--- config.mk ---
export PLATFORM = sky130hd
export DESIGN_NAME = l1inv_tx
export DESIGN_NICKNAME = d
export VERILOG_FILES = /design/src/rtl/l1inv_tx.sv
export SDC_FILE = /design/constraint.sdc
export NUM_CORES = 1
export LEC_CHECK = 0
export CORE_AREA = 5 5 160 162
export DETAILED_ROUTE_END_ITERATION = 8
export DIE_AREA = 0 0 165 167
export GPL_ROUTABILITY_DRIVEN = 0
export GPL_TIMING_DRIVEN = 1
export PLACE_DENSITY_LB_ADDON = 0.2
export SYNTH_ARGS = -nofsm -noshare
export SYNTH_HDL_FRONTEND = slang
export SYNTH_SLANG_ARGS = --single-unit
--- constraint.sdc ---
create_clock -name clk -period 2.2 [get_ports clk]
set_input_delay 0.44 -clock clk [delete_from_list [all_inputs] [get_ports clk]]
set_output_delay 0.44 -clock clk [all_outputs]
set_load 0.005 [all_outputs]
--- src/rtl/l1inv_tx.sv ---
// L1 directory invalidation transmit: latches one lookup result and issues per-CPU
// CPX invalidate packets one at a time. Optional saturating ack counter under L1INV_STATS_EN.
module l1inv_tx #(
  parameter logic [3:0]  RTNTYPE = 4'b0011,
  parameter int unsigned ADDR_LO = 4
) (
  input  logic         clk,
  input  logic         reset,
  input  logic         vect_valid,
  input  logic [111:0] inval_vect0,
  input  logic [111:0] inval_vect1,
  input  logic [39:0]  address,
  output logic         busy,
  output logic         cpx_valid,
  output logic         cpx_cpu,
  output logic [144:0] cpx_packet,
  input  logic         cpx_ack,
  output logic         done,
  output logic         overrun
`ifdef L1INV_STATS_EN
  ,
  output logic [15:0]  inv_count
`endif
);

  localparam logic [111:0] CPU0_MASK = (112'hF) | (112'h7 << 32) | (112'hF << 56) | (112'h7 << 88);
  localparam logic [111:0] CPU1_MASK = (112'hF << 4) | (112'h7 << 35) | (112'hF << 60) | (112'h7 << 91);
  localparam logic [111:0] CPU0_HIT  = (112'h1) | (112'h1 << 32) | (112'h1 << 56) | (112'h1 << 88);
  localparam logic [111:0] CPU1_HIT  = (112'h1 << 4) | (112'h1 << 35) | (112'h1 << 60) | (112'h1 << 91);

  typedef enum logic [1:0] {IDLE, SCAN, SEND} state_t;

  state_t         state, state_next;
  logic [111:0]   v0_q, v1_q;
  logic [7:0]     addr_q;
  logic [3:0]     pending;
  logic [3:0]     need_in;
  logic [1:0]     slot, first_slot;
  logic           capture, finish, take_slot, accept;
  logic [111:0]   vec_sel, mask_sel;
  logic           unused_addr;

  assign unused_addr = ^address;

  // Slot index = {vector, cpu}; bit i of pending marks slot i still owed a packet.
  assign need_in = {|(inval_vect1 & CPU1_HIT), |(inval_vect1 & CPU0_HIT),
                    |(inval_vect0 & CPU1_HIT), |(inval_vect0 & CPU0_HIT)};

  always_comb begin
    first_slot = 2'd0;
    casez (pending)
      4'b???1: first_slot = 2'd0;
      4'b??10: first_slot = 2'd1;
      4'b?100: first_slot = 2'd2;
      4'b1000: first_slot = 2'd3;
      default: first_slot = 2'd0;
    endcase
  end

  always_comb begin
    state_next = state;
    capture    = 1'b0;
    finish     = 1'b0;
    take_slot  = 1'b0;
    accept     = 1'b0;
    case (state)
      IDLE: begin
        if (vect_valid) begin
          capture    = 1'b1;
          state_next = SCAN;
        end
      end
      SCAN: begin
        if (|pending) begin
          take_slot  = 1'b1;
          state_next = SEND;
        end else begin
          finish     = 1'b1;
          state_next = IDLE;
        end
      end
      SEND: begin
        if (cpx_ack) begin
          accept     = 1'b1;
          state_next = SCAN;
        end
      end
      default: state_next = IDLE;
    endcase
  end

  always_ff @(posedge clk or posedge reset) begin
    if (reset) state <= IDLE;
    else       state <= state_next;
  end

  always_ff @(posedge clk or posedge reset) begin
    if (reset) begin
      v0_q    <= '0;
      v1_q    <= '0;
      addr_q  <= '0;
      pending <= '0;
      slot    <= '0;
      busy    <= 1'b0;
      done    <= 1'b0;
      overrun <= 1'b0;
    end else begin
      done <= finish;
      if (capture) begin
        v0_q    <= inval_vect0;
        v1_q    <= inval_vect1;
        addr_q  <= address[ADDR_LO +: 8];
        pending <= need_in;
        busy    <= 1'b1;
      end
      if (finish)    busy <= 1'b0;
      if (take_slot) slot <= first_slot;
      if (accept)    pending[slot] <= 1'b0;
      if (vect_valid && busy) overrun <= 1'b1;
    end
  end

  assign vec_sel  = slot[1] ? v1_q : v0_q;
  assign mask_sel = slot[0] ? CPU1_MASK : CPU0_MASK;

  always_comb begin
    cpx_valid  = 1'b0;
    cpx_cpu    = 1'b0;
    cpx_packet = '0;
    if (state == SEND) begin
      cpx_valid  = 1'b1;
      cpx_cpu    = slot[0];
      cpx_packet = {1'b1, RTNTYPE, 20'h0, addr_q, vec_sel & mask_sel};
    end
  end

`ifdef L1INV_STATS_EN
  always_ff @(posedge clk or posedge reset) begin
    if (reset)                               inv_count <= '0;
    else if (accept && (inv_count != '1))    inv_count <= inv_count + 16'd1;
  end
`endif

endmodule

==> impl_metrics.json <==
{
  "switching_power_mw": 2.07,
  "regArea_um2": 1880,
  "grt_pass1_vias": 2931,
  "initial_core_util": 0.176,
  "antenna_cells": 0,
  "rows": 57,
  "synth_common_cells": "buf_4 (110), dfrtp_1 (75), mux2_1 (54), nor2_1 (36), mux2i_1 (28)",
  "grt.total_usage": 0.0784,
  "crit_arrival_ps": 1810,
  "final_cell_area_um2": 5690,
  "ant_nets": 0,
  "reg2reg_setup_slack_ps": 580,
  "swShare": 0.325,
  "io_pins": 418,
  "h-tree-depth": 3,
  "routed_wl_mm": 11.0,
  "syn_area_um2": 4210,
  "timing.final.ws_setup_ps": -54.1,
  "yosysMostFrequentCell": "buf_4",
  "synth-seq-cells": 75,
  "synth_top_area_frac": 0.445,
  "final_cells": 816,
  "maxCapViolCount": 0,
  "final-max-slew-violation-count": 0,
  "critPathCaptureType": "output port",
  "placed_area_um2": 5410,
  "criticalPathCategory": "flop to output port",
  "violations": "negative setup slack",
  "synth_warnings": 0,
  "dr.pass1.iters": 4,
  "placedCellCount": 800,
  "finalHoldViolCount": 0,
  "crit_path_start_kind": "flop",
  "multiInputGateArea_um2": 1810,
  "overflow": 0,
  "cts_tree": "built",
  "async_flop_share": 1.00,
  "timing.rr.start": "state[1]",
  "syn_avg_cell_area_um2": 11.5,
  "layout_min_cycle_time_ps": 2250,
  "hpwl_mm": 8.35,
  "synth-xor-area-share": 0,
  "setup_tns_ps": -371,
  "die-area_um2": 27600,
  "fin_crit_sh": 1.02,
  "p_int_mw": 4.29,
  "antenna_found_initial": 2,
  "clockBufferDepth": 2,
  "syn2layout_area_growth_pct": 35.1,
  "portBuffers": 111,
  "drc": 0,
  "die_width_um": 165,
  "clkSlewWorstSetupHoldPaths_ps": 60,
  "outcome": "finished, violations left",
  "postCtsHoldBufs": 0,
  "crit_end": "cpx_packet[35]",
  "cts_sinks": 75,
  "cts_made_buffers": 9,
  "pwr-share-clk": 0.218,
  "yosys.area_share.adder": 0,
  "fmax_mhz": 444,
  "synth_top_family_by_area": "multiplexers",
  "wl_per_cell_um": 13.4,
  "synth.largest_area_cell": "dfrtp_1",
  "synthMuxAreaShare": 0.238,
  "yosys_most_used_dff": "dfrtp_1",
  "cp.required_ps": 1760,
  "worstPathMaxFanout": 15,
  "static-leakage-power_nw": 2.56,
  "p_seq_frac": 0.378,
  "finalSetupViolCount": 9,
  "synth.distinct_cells": 27,
  "hold_path_class": "flop to flop",
  "initialDrtViolationCount": 47,
  "nNetsFinal": 755,
  "postCtsSetupBuffers": 0,
  "synth.area.top_cells": "dfrtp_1 (45%), buf_4 (20%), mux2_1 (14%)",
  "comb_power_share": 0.404,
  "grt_max_degree": 76,
  "core_area_um2": 24000,
  "avgViaCountPerCell": 3.34,
  "ff2ff_path_depth": 5,
  "powerDensity_nw_per_um2": 1120,
  "setup.worst_path.start": "state[0]",
  "synth_compound_area_frac": 0.0229,
  "r2r-end": "v0_q[60]",
  "synth_cells": 368,
  "peakVddDrop_uv": 435,
  "clock_skew_ps": 5.98,
  "worst_skew_pair.late_latency_ps": 330,
  "grt_pass1_wl_mm": 16.7,
  "ys_seq_area_frac": 0.445,
  "die_y_um": 167,
  "rsz0062_at_grt": "true",
  "synth_edf_count": 0,
  "layout-drive-gt1-share": 0.112,
  "synthSimpleGateAreaFrac": 0.0671,
  "vias": 2729,
  "cts-root-buf": "clkbuf_16",
  "fillers": 2568
}
## power by group through the flow
stage                     combinational, mW  sequential, mW  clock, mW
after floorplan                        1.77            2.31          0
after global placement                 2.63            2.40          0
after detailed placement               2.66            2.44          0
after CTS                              2.65            2.42       1.47
after global routing                   2.85            2.50       1.51
final                                  2.57            2.40       1.38
## critical path: stages, from the launching register on
cell and delay [ps]:
dfrtp_1 370, and2b_2 250, nand2_1 100, buf_12 160
nor2_1 100, clkdlybuf4s50_1 500
## kinds of logic (layout without fill, tap and decap cells)
logic type,count (synthesis),after routing
AOI/OAI and AO/OA,10,10
buffers and inverters,130,149
DFF,75,75
muxes,92,92
other,1,106
and+or+nand+nor,60,60
## cell type report
type	instances	share of cell area
Sequential cell	75	0.330
Multi-Input combinational cell	268	0.317
Timing Repair Buffer	127	0.228
Tap cell	324	0.0712
Clock buffer	10	0.0420
Clock inverter	6	0.00725
Inverter	6	0.00462
## state kept, by name, indices dropped and copies added, names as in the netlist
signal and cells:
v0_q 28, v1_q 28, addr_q 8, pending 4
slot 2, state 2, busy 1, done 1
overrun 1
## layout by cell type, fill, tap and decap left out, types with 2 or more instances in the layout
cell	netlist	final
inv_1	6	5
mux2_2	10	10
dfrtp_1	75	74
nor2_4	0	2
nor4_1	5	5
clkinvlp_4	0	4
clkdlybuf4s15_1	0	2
clkdlybuf4s50_1	0	86
nor2_1	36	33
clkbuf_16	0	9
buf_12	0	7
nand2b_1	2	2
conb_1	1	106
o221a_2	2	2
dlygate4sd2_1	0	21
mux2_1	54	54
clkinv_2	0	2
mux2i_1	28	28
buf_4	110	8
nand2_1	4	3
o22a_1	2	2
and2_1	8	8
a221oi_2	2	2
## worst min-delay path by stage
| stage | start | to | cells after the start |
|---|---|---|---|
| 2_1_floorplan | addr_q[7] | addr_q[7] | 1 |
| 3_3_place_gp | overrun | overrun | 1 |
| 3_5_place_dp | overrun | overrun | 1 |
| 4_1_cts | overrun | overrun | 1 |
| 5_1_grt | v1_q[33] | v1_q[33] | 1 |
| 6_report | overrun | overrun | 1 |
## through the flow
step | setup slack, ps | utilization | total power [mW] | hold WS (ps)
final | -54.1 | 0.238 | 6.36 | 451
after global routing | -157 | 0.238 | 6.87 | 497
after CTS | -110 | 0.238 | 6.53 | 457
after detailed placement | 93.2 | 0.226 | 5.10 | 444
after global placement | 62.7 | 0.226 | 5.03 | 441
after floorplan | 667 | - | 4.08 | 449
## layer usage
metal,track usage,wire length [um]
met5,0,19
met2,0.119,4660
met1,0.0942,4470
met3,0.0462,1720
met4,0.0217,99
## timing repair
| item | CTS | global route |
|---|---|---|
| cloned | 0 | 0 |
| endpoints found under the hold margin | 0 | 0 |
| gates resized for setup | 33 | 5 |
| setup endpoints to repair | 37 | 17 |
(Power assumes the default switching activity.)
